**config.mk**
```make
export PLATFORM = sky130hd
export DESIGN_NAME = usb_pkt_rx
export DESIGN_NICKNAME = d
export VERILOG_FILES = /design/src/rtl/usb_pkt_pkg.sv /design/src/rtl/ft_rd_engine.sv /design/src/rtl/usb_pkt_rx.sv
export SDC_FILE = /design/constraint.sdc
export NUM_CORES = 1
export LEC_CHECK = 0
export CORE_MARGIN = 2
export CORE_UTILIZATION = 54
export DETAILED_ROUTE_END_ITERATION = 8
export PLACE_DENSITY = 0.76
export SKIP_CTS_REPAIR_TIMING = 1
export SLEW_MARGIN = 25
export SYNTH_ARGS = -nofsm -noshare
export SYNTH_HDL_FRONTEND = slang
export SYNTH_SLANG_ARGS = --single-unit
```
**constraint.sdc**
```tcl
create_clock -name clk -period 2.35 [get_ports clk]
set_clock_uncertainty 0.2 [all_clocks]
set_input_delay 0.47 -clock clk [delete_from_list [all_inputs] [get_ports clk]]
set_output_delay 0.47 -clock clk [all_outputs]
set_load 0.02 [all_outputs]
```
**src/rtl/usb_pkt_pkg.sv**
```systemverilog
// ---------------------------------------------------------------------------
// usb_pkt_pkg
// Shared types and default constants for the FT245-class packet receiver.
//   state_e : framer FSM states
//   err_e   : error cause reported on err_code
//   DEF_*   : default read timing, key symbols, counts and length limit
// ---------------------------------------------------------------------------
package usb_pkt_pkg;

    typedef enum logic [2:0] {
        ST_HUNT    = 3'd0,
        ST_LEN_HI  = 3'd1,
        ST_LEN_LO  = 3'd2,
        ST_PAYLOAD = 3'd3,
        ST_CHK     = 3'd4,
        ST_TRAILER = 3'd5
    } state_e;

    typedef enum logic [1:0] {
        ERR_NONE    = 2'd0,
        ERR_LEN     = 2'd1,
        ERR_TRAILER = 2'd2,
        ERR_CHKSUM  = 2'd3
    } err_e;

    localparam int unsigned DEF_RD_END_CYCLE    = 25;
    localparam int unsigned DEF_RD_STROBE_START = 2;
    localparam int unsigned DEF_RD_STROBE_STOP  = 12;
    localparam int unsigned DEF_RD_SAMPLE       = 9;
    localparam logic [7:0]  DEF_HDR_SYM         = 8'h55;
    localparam int unsigned DEF_HDR_NUM         = 12;
    localparam logic [7:0]  DEF_TRL_SYM         = 8'hAA;
    localparam int unsigned DEF_TRL_NUM         = 8;
    localparam int unsigned DEF_MAX_LEN         = 1024;

endpackage

```
**src/rtl/ft_rd_engine.sv**
```systemverilog
// ---------------------------------------------------------------------------
// ft_rd_engine
// Runs the asynchronous FT245 read handshake: synchronises ft_rxf_n, steps a
// read counter 0..RD_END_CYCLE, drives the read strobe, captures the data bus
// and hands the byte on as a one-cycle strobe.
// Ports:
//   clk, rst   : clock, synchronous active-high reset
//   enable     : a new read may start (downstream slot is empty)
//   ft_rxf_n   : FT data available, active low, asynchronous
//   ft_data    : FT data bus
//   ft_rd_n    : FT read strobe, active low (registered)
//   rd_byte    : captured byte
//   byte_stb   : one-cycle pulse, rd_byte is new
// ---------------------------------------------------------------------------
module ft_rd_engine
    import usb_pkt_pkg::*;
#(
    parameter int unsigned RD_END_CYCLE    = DEF_RD_END_CYCLE,
    parameter int unsigned RD_STROBE_START = DEF_RD_STROBE_START,
    parameter int unsigned RD_STROBE_STOP  = DEF_RD_STROBE_STOP,
    parameter int unsigned RD_SAMPLE       = DEF_RD_SAMPLE
) (
    input  logic       clk,
    input  logic       rst,
    input  logic       enable,
    input  logic       ft_rxf_n,
    input  logic [7:0] ft_data,
    output logic       ft_rd_n,
    output logic [7:0] rd_byte,
    output logic       byte_stb
);

    localparam int unsigned CW = $clog2(RD_END_CYCLE + 1);

    logic          rxf_s1_q, rxf_s2_q;
    logic          busy_q, busy_d;
    logic [CW-1:0] cnt_q, cnt_d;
    logic          rd_n_q, rd_n_d;
    logic          stb_q;
    logic [7:0]    data_q;
    logic          start;

    always_comb begin
        start  = !rxf_s2_q && enable;
        busy_d = busy_q;
        cnt_d  = cnt_q;
        if (!busy_q) begin
            if (start) begin
                busy_d = 1'b1;
                cnt_d  = '0;
            end
        end else if (cnt_q == CW'(RD_END_CYCLE)) begin
            // Wrap straight into the next read so back-to-back bytes take
            // exactly RD_END_CYCLE+1 clocks.
            cnt_d  = '0;
            busy_d = start;
        end else begin
            cnt_d = cnt_q + 1'b1;
        end
        // Strobe is registered from the next count so it lines up with the
        // count window without a combinational path to the pin.
        rd_n_d = !(busy_d && (cnt_d >= CW'(RD_STROBE_START))
                          && (cnt_d <  CW'(RD_STROBE_STOP)));
    end

    always_ff @(posedge clk) begin
        if (rst) begin
            rxf_s1_q <= 1'b1;
            rxf_s2_q <= 1'b1;
            busy_q   <= 1'b0;
            cnt_q    <= '0;
            rd_n_q   <= 1'b1;
            stb_q    <= 1'b0;
        end else begin
            rxf_s1_q <= ft_rxf_n;
            rxf_s2_q <= rxf_s1_q;
            busy_q   <= busy_d;
            cnt_q    <= cnt_d;
            rd_n_q   <= rd_n_d;
            stb_q    <= busy_q && (cnt_q == CW'(RD_SAMPLE));
        end
    end

    always_ff @(posedge clk) begin
        if (busy_q && (cnt_q == CW'(RD_SAMPLE))) begin
            data_q <= ft_data;
        end
    end

    assign ft_rd_n  = rd_n_q;
    assign rd_byte  = data_q;
    assign byte_stb = stb_q;

endmodule

```
**src/rtl/usb_pkt_rx.sv**
```systemverilog
// ---------------------------------------------------------------------------
// usb_pkt_rx
// FT245 receive engine plus packet framer. A packet is HDR_NUM x HDR_SYM,
// a big-endian 16-bit length, the payload, and TRL_NUM x TRL_SYM.
// Optional feature: define USB_PKT_RX_CHKSUM_EN to require one XOR checksum
// byte between payload and trailer (error 3 on mismatch).
// Ports:
//   clk, rst            : clock, synchronous active-high reset
//   ft_rxf_n, ft_data   : FT data available (active low) and data bus
//   ft_rd_n             : FT read strobe, active low
//   pl_data/valid/last  : payload byte stream, held until pl_ready
//   pl_ready            : downstream accepts the byte
//   pkt_active          : header seen, packet in progress
//   pkt_done, pkt_err   : one-cycle completion / abort pulses
//   err_code            : last error cause, held until the next error
// ---------------------------------------------------------------------------
module usb_pkt_rx
    import usb_pkt_pkg::*;
#(
    parameter int unsigned RD_END_CYCLE    = DEF_RD_END_CYCLE,
    parameter int unsigned RD_STROBE_START = DEF_RD_STROBE_START,
    parameter int unsigned RD_STROBE_STOP  = DEF_RD_STROBE_STOP,
    parameter int unsigned RD_SAMPLE       = DEF_RD_SAMPLE,
    parameter logic [7:0]  HDR_SYM         = DEF_HDR_SYM,
    parameter int unsigned HDR_NUM         = DEF_HDR_NUM,
    parameter logic [7:0]  TRL_SYM         = DEF_TRL_SYM,
    parameter int unsigned TRL_NUM         = DEF_TRL_NUM,
    parameter int unsigned MAX_LEN         = DEF_MAX_LEN
) (
    input  logic       clk,
    input  logic       rst,
    input  logic       ft_rxf_n,
    input  logic [7:0] ft_data,
    output logic       ft_rd_n,
    output logic [7:0] pl_data,
    output logic       pl_valid,
    output logic       pl_last,
    input  logic       pl_ready,
    output logic       pkt_active,
    output logic       pkt_done,
    output logic       pkt_err,
    output logic [1:0] err_code
);

`ifdef USB_PKT_RX_CHKSUM_EN
    localparam state_e PL_NEXT = ST_CHK;
`else
    localparam state_e PL_NEXT = ST_TRAILER;
`endif

    logic        byte_stb;
    logic [7:0]  rd_byte;

    state_e      state_q, state_d;
    logic [7:0]  hdr_cnt_q, hdr_cnt_d;
    logic [7:0]  trl_cnt_q, trl_cnt_d;
    logic [7:0]  len_hi_q, len_hi_d;
    logic [15:0] len_q, len_d;
    logic [15:0] byte_cnt_q, byte_cnt_d;
    logic [15:0] len_rx;
    logic [7:0]  pl_data_q, pl_data_d;
    logic        pl_valid_q, pl_valid_d;
    logic        pl_last_q, pl_last_d;
    logic        active_q, active_d;
    logic        done_q, done_d;
    logic        err_q, err_d;
    err_e        err_code_q, err_code_d;
`ifdef USB_PKT_RX_CHKSUM_EN
    logic [7:0]  chk_q, chk_d;
`endif

    // Reads are only allowed while the output slot is empty, so a stalled
    // consumer can never be overrun.
    ft_rd_engine #(
        .RD_END_CYCLE    (RD_END_CYCLE),
        .RD_STROBE_START (RD_STROBE_START),
        .RD_STROBE_STOP  (RD_STROBE_STOP),
        .RD_SAMPLE       (RD_SAMPLE)
    ) u_rd (
        .clk      (clk),
        .rst      (rst),
        .enable   (!pl_valid_q),
        .ft_rxf_n (ft_rxf_n),
        .ft_data  (ft_data),
        .ft_rd_n  (ft_rd_n),
        .rd_byte  (rd_byte),
        .byte_stb (byte_stb)
    );

    always_comb begin
        state_d    = state_q;
        hdr_cnt_d  = hdr_cnt_q;
        trl_cnt_d  = trl_cnt_q;
        len_hi_d   = len_hi_q;
        len_d      = len_q;
        byte_cnt_d = byte_cnt_q;
        pl_data_d  = pl_data_q;
        pl_valid_d = pl_valid_q;
        pl_last_d  = pl_last_q;
        active_d   = active_q;
        done_d     = 1'b0;
        err_d      = 1'b0;
        err_code_d = err_code_q;
        len_rx     = {len_hi_q, rd_byte};
`ifdef USB_PKT_RX_CHKSUM_EN
        chk_d      = chk_q;
`endif

        if (pl_valid_q && pl_ready) begin
            pl_valid_d = 1'b0;
            pl_last_d  = 1'b0;
        end

        if (byte_stb) begin
            unique case (state_q)
                ST_HUNT: begin
                    if (rd_byte == HDR_SYM) begin
                        if (hdr_cnt_q + 8'd1 == 8'(HDR_NUM)) begin
                            hdr_cnt_d = '0;
                            active_d  = 1'b1;
                            state_d   = ST_LEN_HI;
                        end else begin
                            hdr_cnt_d = hdr_cnt_q + 8'd1;
                        end
                    end else begin
                        hdr_cnt_d = '0;
                    end
                end
                ST_LEN_HI: begin
                    len_hi_d = rd_byte;
                    state_d  = ST_LEN_LO;
                end
                ST_LEN_LO: begin
                    len_d      = len_rx;
                    byte_cnt_d = '0;
                    trl_cnt_d  = '0;
`ifdef USB_PKT_RX_CHKSUM_EN
                    chk_d      = '0;
`endif
                    if (len_rx > 16'(MAX_LEN)) begin
                        err_d      = 1'b1;
                        err_code_d = ERR_LEN;
                        active_d   = 1'b0;
                        state_d    = ST_HUNT;
                    end else if (len_rx == 16'd0) begin
                        state_d = PL_NEXT;
                    end else begin
                        state_d = ST_PAYLOAD;
                    end
                end
                ST_PAYLOAD: begin
                    pl_data_d  = rd_byte;
                    pl_valid_d = 1'b1;
                    byte_cnt_d = byte_cnt_q + 16'd1;
`ifdef USB_PKT_RX_CHKSUM_EN
                    chk_d      = chk_q ^ rd_byte;
`endif
                    pl_last_d  = (byte_cnt_d == len_q);
                    if (byte_cnt_d == len_q) begin
                        state_d = PL_NEXT;
                    end
                end
`ifdef USB_PKT_RX_CHKSUM_EN
                ST_CHK: begin
                    if (rd_byte == chk_q) begin
                        state_d = ST_TRAILER;
                    end else begin
                        err_d      = 1'b1;
                        err_code_d = ERR_CHKSUM;
                        active_d   = 1'b0;
                        state_d    = ST_HUNT;
                    end
                end
`endif
                ST_TRAILER: begin
                    if (rd_byte == TRL_SYM) begin
                        if (trl_cnt_q + 8'd1 == 8'(TRL_NUM)) begin
                            trl_cnt_d = '0;
                            done_d    = 1'b1;
                            active_d  = 1'b0;
                            state_d   = ST_HUNT;
                        end else begin
                            trl_cnt_d = trl_cnt_q + 8'd1;
                        end
                    end else begin
                        trl_cnt_d  = '0;
                        err_d      = 1'b1;
                        err_code_d = ERR_TRAILER;
                        active_d   = 1'b0;
                        state_d    = ST_HUNT;
                    end
                end
                default: begin
                    state_d = ST_HUNT;
                end
            endcase
        end
    end

    always_ff @(posedge clk) begin
        if (rst) begin
            state_q    <= ST_HUNT;
            hdr_cnt_q  <= '0;
            trl_cnt_q  <= '0;
            len_hi_q   <= '0;
            len_q      <= '0;
            byte_cnt_q <= '0;
            pl_data_q  <= '0;
            pl_valid_q <= 1'b0;
            pl_last_q  <= 1'b0;
            active_q   <= 1'b0;
            done_q     <= 1'b0;
            err_q      <= 1'b0;
            err_code_q <= ERR_NONE;
`ifdef USB_PKT_RX_CHKSUM_EN
            chk_q      <= '0;
`endif
        end else begin
            state_q    <= state_d;
            hdr_cnt_q  <= hdr_cnt_d;
            trl_cnt_q  <= trl_cnt_d;
            len_hi_q   <= len_hi_d;
            len_q      <= len_d;
            byte_cnt_q <= byte_cnt_d;
            pl_data_q  <= pl_data_d;
            pl_valid_q <= pl_valid_d;
            pl_last_q  <= pl_last_d;
            active_q   <= active_d;
            done_q     <= done_d;
            err_q      <= err_d;
            err_code_q <= err_code_d;
`ifdef USB_PKT_RX_CHKSUM_EN
            chk_q      <= chk_d;
`endif
        end
    end

    assign pl_data    = pl_data_q;
    assign pl_valid   = pl_valid_q;
    assign pl_last    = pl_last_q;
    assign pkt_active = active_q;
    assign pkt_done   = done_q;
    assign pkt_err    = err_q;
    assign err_code   = err_code_q;

endmodule
```
==> key figures, run 1 <==
Pwr
  • VDD IR max: approximately 0.41 mV
  • Lkg Pwr: roughly 2.2 nW
  • Pwr/cell area: roughly 460 mW/mm^2
  • Flop pwr share: 0.590
  • Psw: 0.000668 W
  • Comb pwr share: 0.022
  • Pint: 0.00202 W
  • Clock share of power: 0.388
  • Switching Fraction: 0.249

STA
  • Worst slew margin: 0.599
  • Final min period: between 2 and 3 ns
  • Max Fclk: around 400 MHz
  • Aggregate negative setup slack: -0.397 ns
  • RSZ-0062 raised after global routing: yes
  • Hold Worst Slack: ~0.22 ns
  • Hold Fails Final Rpt: 0
  • Pins Over Slew Limit: 0
  • Worst Tran Pin Value: around 0.6 ns
  • Setup violations, final: 5
  • Final period util: 1.07
  • Final setup margin: -0.155 ns

Route
  • Via/cell ratio: between 6 and 7
  • Iter 0 DRT Violations: roughly 260
  • Routed Wire Length: 11.9 mm
  • Drt drc: 0
  • Via count: between 4,000 and 5,000
  • Drt wl/cell: 15.8 um
  • DR pass1 iterations: 5
  • Routed Antenna Nets: 0

Synth
  • Yosys reg bits: just over 90
  • Yosys cell types: 79
  • Mapped Avg Cell Area: between 8 and 9 um^2
  • Mapped Nets: between 500 and 600
  • Post-Syn Instances: approximately 580
  • Top FF cell, synth: dfxtp_1
  • Post-Syn Area: roughly 0.0049 mm^2
  • Yosys warns: 0
  • Seq/Total Area, Yosys: 0.395
  • Ys async rst share: 0
  • Number of synthesized flops with an enable pin: 8

Cells and area
  • Final core occ: 0.675
  • Final nets: roughly 660
  • Ant diodes: 0
  • P&R area growth vs syn: 21.1%
  • Commonest non-fill, non-tap cells in the layout: nand2_1, dfxtp_1, buf_4, nor2_1, a21oi_1
  • Non-filler cells, final: about 760
  • Share of post-route cells with drive strength above 1: 0.216

Placed design
  • DP Cell Count: around 730
  • I/O Buffers: 27
  • Final HPWL DP: 8.28 mm
  • Routability cong.: roughly 0.95

GRT
  • Vias in the first global route: around 4,300
  • Gr usage total: 0.239
  • Total congestion overflow: 0
  • Pin count of the biggest net entering global routing: just over 40
  • First-pass GRT wire length: between 15 and 20 mm
  • Initial antenna violation count: 0

Die
  • Top Ports: 28
  • Die area: a little under 0.01 mm^2
  • Die Y: approximately 99 um
  • Core area: between 0.008 and 0.009 mm^2
  • Core Rows: 34
  • Initial Utilization: 0.558
  • Die width: around 99 um

CTS
  • Clock transition at path regs: between 0.1 and 0.15 ns
  • Clock Sinks: between 90 and 100
  • Root Driver: clkbuf_8
  • CTS max path bufs: 2
  • Inserted Clock Buffers: 9
  • H-tree depth: 3
  • Clk_lat worst skew: approximately 0.37 ns
  • CTS tree: done

Job
  • Max-Cap Viols: 0

Status
  • Failing checks: negative setup slack
  • Outcome: complete, but fails checks

Min path
  • Worst min path class: reg2reg

Critical path
  • Endpoint class of the critical path: flip-flop
  • CP Data Required Time: roughly 2.4 ns
  • Worst EP arrival: between 2 and 3 ns
  • Critical setup path kind: reg2reg
  • Critical path startpoint category: flip-flop
  • CP Max Fanout: 5
==> worst max-delay path, stage by stage (launching register included) <==
cell	delay, ns
dfxtp_2	0.38
buf_4	0.14
nand3_1	0.11
or2_1	0.27
a221oi_2	0.35
o2111ai_2	0.17
or4_4	0.57
a21bo_1	0.19
==> cells by family after synthesis <==
logic type | Yosys count | share of synthesized area
adders and majority gates | 6 | 0.0154
and+or+nand+nor | 266 | 0.289
xor gates and xnor gates | 15 | 0.0270
DFF | 92 | 0.395
buffers and inverters | 47 | 0.0548
AOI/OAI and AO/OA | 136 | 0.188
muxes | 15 | 0.0316
==> flip-flops by register name, summed over array words and instances (netlist names), 2 cells and up <==
name          cells
len_q            16
len_hi_q          8
byte_cnt_q       16
trl_cnt_q         8
hdr_cnt_q         8
state_q           3
err_code          2
pl_data           8
u_rd.cnt_q        5
u_rd.rd_byte      8
==> worst paths after layout <==
check | start | cells past startpoint | end | slack, ns
worst max-delay path | byte_cnt_q[5] | 7 | state_q[1] | -0.16
worst min-delay path | u_rd.rxf_s1_q | 1 | u_rd.rxf_s2_q | 0.22
worst max register to register | byte_cnt_q[5] | 7 | state_q[1] | -0.16
worst min register to register | u_rd.rxf_s1_q | 1 | u_rd.rxf_s2_q | 0.22
==> power by group through the flow <==
| stage | Combinational (W) | Clock (W) | Sequential (W) |
|---|---|---|---|
| final | 0.0000580 | 0.00104 | 0.00158 |
| after global routing | 0.0000641 | 0.00112 | 0.00159 |
| after CTS | 0.0000581 | 0.00106 | 0.00159 |
| after detailed placement | 0.0000580 | 0 | 0.00162 |
| after global placement | 0.0000560 | 0 | 0.00162 |
| after floorplan | 0.0000298 | 0 | 0.00162 |
==> synthesized netlist by cell type, drive strengths merged, types with 7 or more instances <==
library cell	count	share of area
a21o	9	0.014
a21oi	50	0.051
a22oi	11	0.017
and2	12	0.016
and3	9	0.012
buf	10	0.016
clkbuf	26	0.024
dfxtp	84	0.35
edfxtp	8	0.049
inv	10	0.0077
mux2i	12	0.025
nand2	75	0.058
nand3	21	0.023
nand3b	7	0.011
nand4	12	0.015
nor2	54	0.042
nor2b	8	0.010
nor3	17	0.021
o21ai	19	0.020
xnor2	10	0.018
==> stage by stage <==
stage / cell area [um^2] / power [W] / setup WS (ns)
after floorplan: 4900 / 0.00165 / 0.00224
after global placement: 5510 / 0.00168 / -0.0770
after detailed placement: 5510 / 0.00168 / -0.134
after CTS: 5700 / 0.00270 / -0.268
after global routing: 5890 / 0.00277 / -0.205
final: 5890 / 0.00268 / -0.155
==> metal layers <==
layer  part of all wire  vias up  global-route usage
met4              0.019        0              0.0875
met1               0.45     2166               0.305
met5                  0        -                   0
li1                   -     2226                   -
met3              0.044       23              0.0348
met2               0.49      136               0.411
==> cell type report <==
type	instances	area [um^2]
clock buffers	9	124
multi-input cells	438	2810
inverters	10	37.5
clock inverters	7	63.8
fillers	661	2830
repair buffers	92	782
well taps	108	135
flip-flops and latches	92	1940
Power figures use the tool's default switching activity.
==> inputs of run 2 (changes only) <==
--- a/config.mk
+++ b/config.mk
@@ -12,3 +12,2 @@
 export SKIP_CTS_REPAIR_TIMING = 1
-export SLEW_MARGIN = 25
 export SYNTH_ARGS = -nofsm -noshare
--- a/constraint.sdc
+++ b/constraint.sdc
@@ -4,2 +4,2 @@
 set_output_delay 0.47 -clock clk [all_outputs]
-set_load 0.02 [all_outputs]
+set_load 0.005 [all_outputs]
==> results of run 2 <==
Same layout as run 1 (identical final DEF). Status: complete, but fails checks: negative setup slack.
==> inputs of run 3 (changes only) <==
Settings changed: CORE_UTILIZATION 54 to 48, PLACE_DENSITY 0.76 to 0.69.
==> run 3 against run 2 <==
  * Combinational power increased by 4.0%
  * Global-route usage decreased by 2.5 points
  * Largest cell class unchanged
  * Clock-buffer cell count grew 1
  * The flow still finishes with violations (negative setup slack)
  * Highest routed layer unchanged
  * Worst hold slack improved by 0.025 ns
  * Non-clock buffer count is 7 higher
==> key figures, run 3 (synthesis results as in run 1) <==
Status
  • Outcome: complete, but fails checks
  • Failing checks: negative setup slack

Pwr
  • Pwr/cell area: about 450 mW/mm^2
  • VDD IR max: about 0.33 mV
  • Lkg Pwr: ~2.2 nW

Route
  • Routed Antenna Nets: 0
  • Drt wl/cell: around 15 um
  • Via count: ~4,400
  • Routed Wire Length: 11.7 mm
  • Drt drc: 0
  • Iter 0 DRT Violations: approximately 230
  • Via/cell ratio: between 5 and 6
  • DR pass1 iterations: 4

GRT
  • Vias in the first global route: between 4,000 and 5,000
  • Gr usage total: 0.214
  • Pin count of the biggest net entering global routing: 86
  • Total congestion overflow: 0
  • First-pass GRT wire length: roughly 20 mm
  • Initial antenna violation count: 0

Die
  • Core Rows: 36
  • Die width: 105 um
  • Core area: between 0.009 and 0.01 mm^2
  • Initial Utilization: 0.496
  • Die area: roughly 0.011 mm^2
  • Top Ports: 28
  • Die Y: 105 um

Critical path
  • Buf/Inv on CP: 0
  • CP Data Required Time: between 2 and 2.5 ns
  • Critical path startpoint category: flip-flop
  • Critical setup path kind: reg2reg
  • CP Cell Sequence: ha_4, xnor2_2, o211ai_1, a2111oi_4, o2111ai_2, or4_4, a21bo_1
  • Slowest cell on the critical path: or4_4
  • CP Max Fanout: 3
  • Worst reg2reg path depth: 7
  • Family with the most delay on the worst path: compound AO/OA/AOI/OAI gates
  • Crit path depth: 7
  • Endpoint class of the critical path: flip-flop
  • Worst EP arrival: 2.49 ns
  • Worst path max stage delay: around 0.5 ns

Min path
  • Worst min path class: reg2reg
  • Hold depth: 1

Cells and area
  • Regs by FF count: byte_cnt_q: 16 flops, len_q: 16 flops
  • Total of fill cells in the finished design: a little over 900
  • P&R area growth vs syn: 24.6%
  • Final nets: around 670
  • Commonest non-fill, non-tap cells in the layout: dfxtp_1, nand2_1, buf_4, nor2_1, a21oi_1
  • FF+latch area: 0.00193 mm^2
  • Multi-input logic area: just under 0.003 mm^2
  • Fin area: between 0.006 and 0.007 mm^2
  • Ant diodes: 0
  • Share of post-route cells with drive strength above 1: 0.237
  • Non-filler cells, final: slightly below 800
  • Commonest non-fill, non-tap cell in the layout: dfxtp_1

CTS
  • Clk_lat worst skew: 0.37 ns
  • CTS tree: done
  • CTS max path bufs: 2
  • Clock transition at path regs: approximately 0.090 ns
  • H-tree depth: 3
  • Clock Sinks: 92
  • Root Driver: clkbuf_8
  • Inserted Clock Buffers: 9

STA
  • Pins Over Slew Limit: 0
  • Hold Worst Slack: roughly 0.24 ns
  • Final min period: 2.43 ns
  • Final setup margin: -0.0785 ns
  • Setup violations, final: 3
  • RSZ-0062 raised after global routing: yes
  • Worst slew margin: 0.620
  • Hold Fails Final Rpt: 0
  • Max Fclk: slightly above 400 MHz
  • Final period util: 1.03
  • Worst Tran Pin Value: around 0.57 ns

Job
  • Max-Cap Viols: 0

Placed design
  • DP Cell Count: 766
  • Instance area at placement: around 0.0056 mm^2
  • Routability cong.: ~0.9
  • I/O Buffers: 27
  • Final HPWL DP: roughly 8.2 mm
[run 3: changes by cell type in the layout (fill, tap and decap cells not counted), moves of 2 or more]
cell        change
buf_4           +5
a311oi_1        -3
a311oi_2        +3
a21oi_1         -2
a21oi_2         +2
a31oi_1         -2
a31oi_2         +2
buf_6           +2
clkinvlp_4      +2
dfxtp_1         +2
inv_6           -2
o31ai_2         -2
[run 3: area by class of cell]
type,count,share of cell area
clock inverters,6,0.0118
well taps,133,0.0274
inverters,10,0.00619
repair buffers,99,0.139
multi-input cells,438,0.476
flip-flops and latches,92,0.319
clock buffers,10,0.0210
[run 3: power by group]
| group | switching (W) | internal, W |
|---|---|---|
| clock | 0.000585 | 0.000501 |
| combinational | 0.0000341 | 0.0000263 |
| sequential | 0.00000363 | 0.00158 |
| total | 0.000623 | 0.00211 |
[run 3: worst paths after layout]
path | from | to | slack, ns
worst max-delay path | byte_cnt_q[0] | state_q[1] | -0.08
worst min-delay path | u_rd.rxf_s1_q | u_rd.rxf_s2_q | 0.24
worst max register to register | byte_cnt_q[0] | state_q[1] | -0.08
worst min register to register | u_rd.rxf_s1_q | u_rd.rxf_s2_q | 0.24
[run 3: layer usage]
layer | track usage | share of wire | vias to the layer above
met3 | 0.0299 | 0.038 | 20
met5 | 0 | 0 | -
li1 | - | - | 2230
met1 | 0.280 | 0.45 | 2108
met2 | 0.358 | 0.49 | 87
met4 | 0.0810 | 0.022 | 0
[run 3: metrics by stage]
stage | utilization | power (W) | worst slack, ns | TNS, ns
2_1_floorplan | - | 0.00165 | 0.00224 | 0
3_3_place_gp | 0.572 | 0.00168 | -0.0831 | -0.351
3_5_place_dp | 0.572 | 0.00168 | -0.132 | -0.741
4_1_cts | 0.592 | 0.00276 | -0.148 | -0.877
5_1_grt | 0.617 | 0.00282 | -0.157 | -0.685
6_report | 0.617 | 0.00273 | -0.0785 | -0.150
